$ cat src/rtl/reimu_pkg.sv
// rtl/reimu_pkg.sv - shared player/playfield constants, state enum and clamp helper
package reimu_pkg;

    localparam logic [3:0] BTN_UP    = 4'b0000;
    localparam logic [3:0] BTN_LEFT  = 4'b0001;
    localparam logic [3:0] BTN_DOWN  = 4'b0010;
    localparam logic [3:0] BTN_RIGHT = 4'b0011;

    typedef enum logic [1:0] {
        ST_IDLE,
        ST_PLAY,
        ST_DYING,
        ST_GAMEOVER
    } state_e;

    localparam logic [9:0] X_MIN     = 10'd0;
    localparam logic [9:0] X_MAX     = 10'd440;
    localparam logic [9:0] Y_MIN     = 10'd0;
    localparam logic [9:0] Y_MAX     = 10'd460;
    localparam logic [9:0] X_START   = 10'd220;
    localparam logic [9:0] Y_START   = 10'd360;
    localparam logic [2:0] LIVES     = 3'd3;
    localparam logic [9:0] FAST_STEP = 10'd2;
    localparam logic [9:0] SLOW_STEP = 10'd1;
    localparam logic [7:0] RESPAWN_TICKS = 8'd60;
    localparam logic [7:0] INVULN_TICKS  = 8'd120;

    // 11-bit arithmetic so a decrement near zero saturates instead of wrapping.
    function automatic logic [9:0] clamp_step(input logic [9:0] pos, input logic [9:0] step,
                                              input logic dec, input logic [9:0] lo,
                                              input logic [9:0] hi);
        logic [10:0] p;
        logic [10:0] s;
        logic [9:0]  r;
        p = {1'b0, pos};
        s = {1'b0, step};
        if (dec) begin
            r = (p < ({1'b0, lo} + s)) ? lo : pos - step;
        end else begin
            r = ((p + s) > {1'b0, hi}) ? hi : pos + step;
        end
        return r;
    endfunction

endpackage

$ cat src/rtl/tick_down_counter.sv
// rtl/tick_down_counter.sv - loadable down counter with enable-gated decrement and zero flag
module tick_down_counter #(
    parameter int W = 8
) (
    input  logic         clk_i,
    input  logic         rst_ni,
    input  logic         load_i,
    input  logic [W-1:0] load_val_i,
    input  logic         en_i,
    output logic [W-1:0] count_o,
    output logic         zero_o
);

    logic [W-1:0] count_q;

    always_ff @(posedge clk_i or negedge rst_ni) begin
        if (!rst_ni) begin
            count_q <= '0;
        end else if (load_i) begin
            count_q <= load_val_i;
        end else if (en_i && (count_q != '0)) begin
            count_q <= count_q - W'(1);
        end
    end

    assign count_o = count_q;
    assign zero_o  = (count_q == '0);

endmodule

$ cat src/rtl/reimu_ctrl.sv
// rtl/reimu_ctrl.sv - player-ship sequencer: movement, lives, respawn and invulnerability
module reimu_ctrl
    import reimu_pkg::*;
(
    input  logic       clk22,
    input  logic       rst_n,
    input  logic       tick,
    input  logic       start,
    input  logic [3:0] btnstate,
    input  logic       focus,
    input  logic       hit,
    output logic [9:0] reimux,
    output logic [9:0] reimuy,
    output logic [2:0] lives,
    output logic       invuln,
    output logic       visible,
    output logic       gameover
);

    state_e     state_q;
    logic       hit_pend_q;
    logic [2:0] lives_q;
    logic [9:0] x_q;
    logic [9:0] y_q;
    logic       visible_q;
    logic       gameover_q;

    logic [7:0] resp_cnt;
    logic       resp_zero;
    logic [7:0] inv_cnt_unused;
    logic       inv_zero;
    logic       hit_now;
    logic       take_hit;
    logic       respawn;
    logic [9:0] step;

    // A hit arriving on the tick cycle itself is consumed by that tick.
    assign hit_now  = hit_pend_q | hit;
    assign take_hit = tick && (state_q == ST_PLAY) && hit_now && inv_zero;
    assign respawn  = tick && (state_q == ST_DYING) && (resp_cnt == 8'd1);
    assign step     = focus ? SLOW_STEP : FAST_STEP;

    tick_down_counter #(.W(8)) u_respawn_cnt (
        .clk_i      (clk22),
        .rst_ni     (rst_n),
        .load_i     (take_hit && (lives_q != 3'd1)),
        .load_val_i (RESPAWN_TICKS),
        .en_i       (tick && (state_q == ST_DYING)),
        .count_o    (resp_cnt),
        .zero_o     (resp_zero)
    );

    tick_down_counter #(.W(8)) u_invuln_cnt (
        .clk_i      (clk22),
        .rst_ni     (rst_n),
        .load_i     (respawn),
        .load_val_i (INVULN_TICKS),
        .en_i       (tick),
        .count_o    (inv_cnt_unused),
        .zero_o     (inv_zero)
    );

    always_ff @(posedge clk22 or negedge rst_n) begin
        if (!rst_n) begin
            state_q    <= ST_IDLE;
            hit_pend_q <= 1'b0;
            lives_q    <= LIVES;
            x_q        <= X_START;
            y_q        <= Y_START;
            visible_q  <= 1'b1;
            gameover_q <= 1'b0;
        end else begin
            hit_pend_q <= tick ? 1'b0 : (hit_pend_q | (hit && (state_q == ST_PLAY)));
            if (tick) begin
                case (state_q)
                    ST_IDLE: begin
                        if (start) state_q <= ST_PLAY;
                    end
                    ST_PLAY: begin
                        if (take_hit) begin
                            lives_q   <= lives_q - 3'd1;
                            visible_q <= 1'b0;
                            if (lives_q == 3'd1) begin
                                state_q    <= ST_GAMEOVER;
                                gameover_q <= 1'b1;
                                x_q        <= 10'd0;
                                y_q        <= 10'd0;
                            end else begin
                                state_q <= ST_DYING;
                            end
                        end else begin
                            case (btnstate)
                                BTN_UP:    y_q <= clamp_step(y_q, step, 1'b1, Y_MIN, Y_MAX);
                                BTN_LEFT:  x_q <= clamp_step(x_q, step, 1'b1, X_MIN, X_MAX);
                                BTN_DOWN:  y_q <= clamp_step(y_q, step, 1'b0, Y_MIN, Y_MAX);
                                BTN_RIGHT: x_q <= clamp_step(x_q, step, 1'b0, X_MIN, X_MAX);
                                default: ;
                            endcase
                        end
                    end
                    ST_DYING: begin
                        if (!resp_zero && (resp_cnt == 8'd1)) begin
                            state_q   <= ST_PLAY;
                            x_q       <= X_START;
                            y_q       <= Y_START;
                            visible_q <= 1'b1;
                        end
                    end
                    ST_GAMEOVER: begin
                        if (start) begin
                            state_q    <= ST_IDLE;
                            lives_q    <= LIVES;
                            x_q        <= X_START;
                            y_q        <= Y_START;
                            visible_q  <= 1'b1;
                            gameover_q <= 1'b0;
                        end
                    end
                    default: state_q <= ST_IDLE;
                endcase
            end
        end
    end

    assign reimux   = x_q;
    assign reimuy   = y_q;
    assign lives    = lives_q;
    assign invuln   = !inv_zero;
    assign visible  = visible_q;
    assign gameover = gameover_q;

endmodule

$ cat config.mk
export PLATFORM = sky130hd
export DESIGN_NAME = reimu_ctrl
export DESIGN_NICKNAME = d
export VERILOG_FILES = /design/src/rtl/reimu_pkg.sv /design/src/rtl/tick_down_counter.sv /design/src/rtl/reimu_ctrl.sv
export SDC_FILE = /design/constraint.sdc
export NUM_CORES = 1
export LEC_CHECK = 0
export BUFFER_PORTS_ARGS = -buffer_cell sky130_fd_sc_hd__buf_2
export CORE_MARGIN = 4
export CORE_UTILIZATION = 60
export DETAILED_ROUTE_END_ITERATION = 10
export GPL_ROUTABILITY_DRIVEN = 0
export HOLD_SLACK_MARGIN = 0.06
export PLACE_DENSITY = 0.78
export SLEW_MARGIN = 15
export SYNTH_ARGS = -nofsm -noshare
export SYNTH_HDL_FRONTEND = slang
export SYNTH_SLANG_ARGS = --single-unit
export TNS_END_PERCENT = 5
$ cat constraint.sdc
create_clock -name clk22 -period 3.3 [get_ports clk22]
set_clock_uncertainty 0.2 [all_clocks]
set_input_delay 0.165 -clock clk22 [delete_from_list [all_inputs] [get_ports clk22]]
set_output_delay 0.165 -clock clk22 [all_outputs]
set_load 0.03 [all_outputs]
### Yosys cells after proc, flatten, opt, wreduce, memory -nomap -nowiden

Index checks and enable logic that the tools add are counted.

* register bits: 44
* bits in latches: 0
* bits in writable memories: 0
* bits in read-only memories: 0
* bits of input ports: 10
* output and inout bits: 26
* word-level logic and storage cells: 107
* memories kept: 0

* add/sub/neg operators: 9
* $mul: 0
* div/mod/pow operators: 0
* $lt $le $gt $ge: 4
* equal/unequal tests: 17
* shift-type cells: 0
* mux-type cells: 38
* bitwise logic cells: 2
* reduce and logical (&&, ||, !) cells: 28

Operators by type and width (number)
* two-way mux 10 bit: 11
* case mux 10 bit (3 select lines): 2
* case mux 10 bit (2 select lines): 2
* two-way mux 8 bit: 4
* adder 10 x 2 -> 11 bit: 2
* > comparator 11 x 9 -> 1 bit (second input constant): 2
* adder 10 x 2 -> 10 bit: 2
* < comparator 10 x 2 -> 1 bit: 2
* subtractor 10 x 2 -> 10 bit: 2
* zero test 8 bit: 2
* nonzero test 8 bit: 2
* subtractor 8 x 1 -> 8 bit (second input constant): 2
* AND reduction 5 bit: 3
* AND reduction 6 bit: 2
* logical AND 1 bit: 10
* two-way mux 2 bit: 5
* == test 4 x 2 -> 1 bit (second input constant): 2
* == test 8 x 1 -> 1 bit (second input constant): 1
* two-way mux 1 bit: 8
* inequality test 4 x 2 -> 1 bit (second input constant): 2
* case mux 2 bit (4 select lines): 1
* two-way mux 3 bit: 2
* inequality test 2 bit (second input constant): 3
* case mux 3 bit (2 select lines): 1
* other kinds (17): 23

### Depth between registers and ports, before layout

* depth in word-level cells: 7
* depth in mapped cells: 11
* depth with buffers taken out: 10

### By module

A second synthesis with hierarchy kept.

* cell total of the unflattened synthesis: 483
* area, all modules: 3993.8 sq um

Modules (own cells, without submodules)
* reimu_ctrl: instances 1, cells an instance 365, area an instance 2920.3 sq um, seq. area each 715.7 sq um
* tick_down_counter at u_respawn_cnt: instances 1, cells an instance 60, area an instance 545.5 sq um, seq. area each 200.2 sq um
* tick_down_counter at u_invuln_cnt: instances 1, cells an instance 58, area an instance 528.0 sq um, seq. area each 200.2 sq um

### Least setup slack after synthesis

No wires, ideal clock.

* path kind: reg2reg
* from: reg y_q[0] (netlist: reimuy[0])
* to: reg y_q[4] (netlist: reimuy[4])
* library setup time: 0.131 ns
* arrival time: 2.713 ns
* required time: 2.969 ns
* slack: 0.256 ns
* cell stages (with the launch flop): 11
* buffers on the path: 1
* clock period less this slack: 3.044 ns
* cells stage by stage: dfrtp_1 > ha_1 > fa_1 > buf_2 > a211o_1 > a31oi_1 > a221oi_1 > a41o_1 > o211ai_2 > nor3_1 > or3_1

* cells in the longest elaborated chain, start to end: 6
* elaborated cells on any way between the ends: 10
* those cells by class: add/sub: 3; order compare: 2; mux: 5

Ends and longest elaborated chain
* from (decl): RTL line reimu_ctrl.sv:24 `logic [9:0] y_q;`
* from (signal assigned): RTL line reimu_ctrl.sv:93 `BTN_UP: y_q <= clamp_step(y_q, step, 1'b1, Y_MIN, Y_MAX);`
* from (signal assigned): RTL line reimu_ctrl.sv:95 `BTN_DOWN: y_q <= clamp_step(y_q, step, 1'b0, Y_MIN, Y_MAX);`
* adder 10 x 2 -> 11 bit: RTL line reimu_pkg.sv:40 `r = ((p + s) > {1'b0, hi}) ? hi : pos + step;`
* > comparator 11 x 9 -> 1 bit: RTL line reimu_pkg.sv:40
* two-way mux 10 bit: RTL line reimu_pkg.sv:40
* case mux 10 bit (2 select lines) (*): RTL line reimu_ctrl.sv:92 `case (btnstate)`
* two-way mux 10 bit (*): RTL line reimu_ctrl.sv:80 `if (take_hit) begin`
* case mux 10 bit (3 select lines) (*): RTL line reimu_ctrl.sv:75 `case (state_q)`

Every way passes the cells marked *; elsewhere a longest branch is shown, timed or not.
A chain may end at the register's enable or synchronous reset.

### Final worst setup path

Ends and elaborated chain as after synthesis.

==> load_flow_metrics.sql <==
INSERT INTO impl_metrics (metric_group, metric, value, unit) VALUES
('critical_path', 'critical_path.endpoint_type', 'register', ''),
('drt', 'drcViolationCount', '0', ''),
('floorplan', 'die_area', '7323', 'µm²'),
('cells_and_area', 'nNetsFinal', '497', ''),
('power_and_ir_drop', 'max-vdd-ir-drop', '0.0005205', 'V'),
('critical_path', 'critical-path-slowest-cell', 'sky130_fd_sc_hd__fa_2', ''),
('power_and_ir_drop', 'p_leak', '1.641', 'nW'),
('timing', 'hold_viol_final', '0', ''),
('floorplan', 'io_pins', '36', ''),
('floorplan', 'initial_core_util', '63.62', '%'),
('placement', 'post-place-cells', '530', ''),
('drt', 'route.final.wire_length', '9113', 'µm'),
('power_and_ir_drop', 'combinational_power_share', '50.1', '%'),
('clock_network', 'clock_tree.buffer_depth', '2', ''),
('drt', 'route.antenna.remaining_nets', '0', ''),
('timing', 'maxClockFrequency', '334.4', 'MHz'),
('drt', 'routedWlPerCell', '16.81', 'µm'),
('critical_path', 'crit_path_start_kind', 'register', ''),
('grt', 'grt_first_pass_wirelength', '15390', 'µm'),
('min_path', 'min-delay-path-class', 'in -> reg', ''),
('yosys', 'post_synthesis_instance_area', '3611', 'µm²'),
('power_and_ir_drop', 'p_clk_share', '11.9', '%'),
('critical_path', 'critical_path.max_stage_delay', '460', 'ps'),
('clock_network', 'clkLatencyLatePin', '300', 'ps'),
('yosys', 'ys.warnings.count', '0', ''),
('power_and_ir_drop', 'switching_power', '0.001425', 'W'),
('placement', 'dpl.hpwl', '6623', 'µm'),
('floorplan', 'chipWidth', '85.58', 'µm'),
('floorplan', 'chipHeight', '85.58', 'µm'),
('power_and_ir_drop', 'finalPower', '0.002933', 'W'),
('yosys', 'seq_area_frac_synth', '30.91', '%'),
('clock_network', 'tritoncts', 'yes', ''),
('yosys', 'postSynthRegisterBits', '44', ''),
('timing', 'worst_pin_slew', '1003', 'ps'),
('clock_network', 'cts-buffers-inserted', '5', ''),
('clock_network', 'cts_htree_levels', '2', ''),
('floorplan', 'core_region_area', '5675', 'µm²'),
('critical_path', 'critPathMaxFanout', '11', ''),
('timing', 'totalNegativeSetupSlack', '0', 'ps'),
('timing', 'setup_repair_after_global_routing_missed_its_margin', 'no', ''),
('drt', 'met1_length', '3754', 'µm'),
('grt', 'antenna_found_initial', '0', ''),
('grt', 'grt.overflow.total', '0', ''),
('yosys', 'postSynth.topFlopCell', 'sky130_fd_sc_hd__dfrtp_1', ''),
('timing', 'period_needed', '2991', 'ps'),
('critical_path', 'worstPathBufferInverterCount', '0', ''),
('drt', 'firstDrtPassIters', '5', ''),
('timing', 'maxSlewViolCount', '0', ''),
('placement', 'port_buffers', '35', ''),
('critical_path', 'timing.critical_path.cells', 'ha_1 -> fa_2 -> a211o_1 -> a31oi_1 -> a221oi_1 -> a41o_1 -> o211ai_4 -> nor3_1 -> or3_1', ''),
('cells_and_area', 'post_route_cells_drive_above_1_share', '17.02', '%'),
('cells_and_area', 'post_layout_nonfiller_instances', '542', ''),
('yosys', 'netlist-cell-type-count', '77', ''),
('clock_network', 'ctsRootBufferMaster', 'sky130_fd_sc_hd__clkbuf_8', ''),
('critical_path', 'timing.critical_path.arrival', '2970', 'ps'),
('floorplan', 'fp-row-count', '27', ''),
('grt', 'first_global_vias', '3180', ''),
('yosys', 'syn-mean-instance-area', '8.188', 'µm²'),
('drt', 'met2WireLength', '4339', 'µm'),
('drt', 'routed_via_density', '6.378', ''),
('yosys', 'async_flop_share', '100.0', '%'),
('cells_and_area', 'antenna-diode-count', '0', ''),
('clock_network', 'cts_setup_buffers', '0', ''),
('timing', 'headroom_to_the_max_slew_limit', '33.16', '%'),
('clock_network', 'clock_tree_sinks', '44', ''),
('outcome', 'outcome', 'finished, final reports clean', ''),
('yosys', 'synth_fp_nets', '469', ''),
('drt', 'number_of_vias_after_detailed_routing', '3457', ''),
('grt', 'pin_count_of_the_biggest_net_entering_global_routing', '45', ''),
('power_and_ir_drop', 'switching_share', '48.58', '%'),
('critical_path', 'critical_path_required', '3280', 'ps');
==> registers in the layout, indices dropped and copies added, names as in the netlist <==
register               count
u_respawn_cnt.count_o      8
gameover                   1
lives                      3
hit_pend_q                 1
visible                    1
u_invuln_cnt.count_o       8
reimuy                    10
state_q                    2
reimux                    10
==> synth_stat cells, drive strengths merged, types with 3 or more instances <==
master   instances  area (µm²)
a211oi           5       37.54
a21o             3       22.52
a21oi           24       120.1
a2bb2oi          3       26.28
a31oi            7       50.05
a41o             3       31.28
and2             6       37.54
and3             5       31.28
and4             3       26.28
buf             11       68.81
clkbuf          12       46.29
dfrtp           32       800.8
dfstp           12       315.3
fa               4       80.08
ha              14       175.2
inv             24       90.09
nand2           57       216.5
nand2b           5       38.78
nand3           13       65.06
nor2            48       180.2
nor3            15       90.09
nor4             9       71.32
nor4b            3       47.54
o2111ai          4       52.56
o211ai           7       57.55
o21a             3       22.52
o21ai           33       165.2
o22ai            5       31.28
o31ai            4       30.03
or2              4       25.02
or3              6       37.54
xnor2           14       122.6
xor2             6       52.55
==> cells in the final DEF (no fill, tap or decap), types with 3 or more instances in the layout <==
cell / count
sky130_fd_sc_hd__a211oi_1: 5
sky130_fd_sc_hd__a21o_1: 3
sky130_fd_sc_hd__a21oi_1: 24
sky130_fd_sc_hd__a2bb2oi_1: 3
sky130_fd_sc_hd__a31oi_1: 6
sky130_fd_sc_hd__and2_1: 6
sky130_fd_sc_hd__and3_1: 5
sky130_fd_sc_hd__and4_1: 3
sky130_fd_sc_hd__buf_2: 35
sky130_fd_sc_hd__buf_4: 5
sky130_fd_sc_hd__clkbuf_8: 5
sky130_fd_sc_hd__dfrtp_1: 32
sky130_fd_sc_hd__dfstp_2: 12
sky130_fd_sc_hd__dlygate4sd3_1: 4
sky130_fd_sc_hd__fa_1: 3
sky130_fd_sc_hd__ha_1: 14
sky130_fd_sc_hd__inv_1: 24
sky130_fd_sc_hd__nand2_1: 56
sky130_fd_sc_hd__nand2b_1: 4
sky130_fd_sc_hd__nand3_1: 13
sky130_fd_sc_hd__nor2_1: 48
sky130_fd_sc_hd__nor3_1: 12
sky130_fd_sc_hd__nor3_2: 3
sky130_fd_sc_hd__nor4_1: 8
sky130_fd_sc_hd__o2111ai_1: 3
sky130_fd_sc_hd__o211ai_1: 6
sky130_fd_sc_hd__o21a_1: 3
sky130_fd_sc_hd__o21ai_0: 28
sky130_fd_sc_hd__o21ai_1: 5
sky130_fd_sc_hd__o22ai_1: 5
sky130_fd_sc_hd__o31ai_1: 4
sky130_fd_sc_hd__or2_2: 4
sky130_fd_sc_hd__or3_1: 6
sky130_fd_sc_hd__xnor2_1: 14
sky130_fd_sc_hd__xor2_1: 6
==> layer usage <==
| metal | vias up | track usage, % |
|---|---|---|
| met5 | - | 0 |
| met4 | 0 | 6.906 |
| met3 | 22 | 3.842 |
| met2 | 196 | 41.88 |
| met1 | 1591 | 35.61 |
| li1 | 1648 | - |
==> worst min-delay path, stage by stage <==
cell,delay (ps)
sky130_fd_sc_hd__buf_2,190
sky130_fd_sc_hd__ha_1,180
sky130_fd_sc_hd__o22ai_1,70
==> cells by family (layout without fill, tap and decap cells) <==
kind of cell,Yosys count,count (layout),synth area share (%)
AOI/OAI and AO/OA,123,123,23.70
xor gates and xnor gates,20,20,4.851
adders and majority gates,18,18,7.069
buffers and inverters,47,76,5.682
DFF,44,44,30.91
muxes,2,2,0.9009
and+or+nand+nor,187,187,26.89
==> path summary, 6_finish.rpt <==
kind / startpoint / to / slack [ps] / cells past startpoint
worst max-delay path: reimuy[0] / reimuy[4] / 310 / 9
worst min-delay path: focus / reimux[0] / 140 / 3
worst max register to register: reimuy[0] / reimuy[4] / 310 / 9
worst min register to register: visible / visible / 280 / 2
max in group asynchronous: rst_n / u_respawn_cnt.count_o[6] / 1910 / 2
min in group asynchronous: rst_n / u_invuln_cnt.count_o[4] / 370 / 2
==> power by group through the flow <==
stage / Combinational (W) / Clock, W / Sequential [W]
after floorplan: 0.00106 / 0 / 0.00114
after global placement: 0.00141 / 0 / 0.00110
after detailed placement: 0.00144 / 0 / 0.00111
after CTS: 0.00146 / 0.000358 / 0.00111
after global routing: 0.00163 / 0.000381 / 0.00116
final: 0.00147 / 0.000348 / 0.00112
==> through the flow <==
step                      util [%]  instance area (µm²)  worst slack [ps]  hold slack, ps
after global placement       66.93                 3799             254.6           182.3
after detailed placement     66.93                 3799             167.9           196.8
after CTS                    69.14                 3924             148.4           126.8
after floorplan                  -                 3611             255.7          -330.6
after global routing         69.33                 3935             21.25           174.7
final                        69.33                 3935             309.1           135.4
==> what timing repair did <==
action,CTS,global route
resized for setup,0,2
hold buffers,4,0
endpoints found under the setup margin,0,1
hold endpoints to repair,35,0
==> final cells by class <==
cell class              count  area (µm²)  area share [%]
well taps                  72       90.09           2.289
repair buffers             44       252.7           6.423
flip-flops and latches     44        1116           28.36
inverters                  24       90.09           2.289
clock buffers               6       72.57           1.844
multi-input cells         350        2301           58.47
clock inverters             2       12.51          0.3180
(Power assumes the default switching activity.)
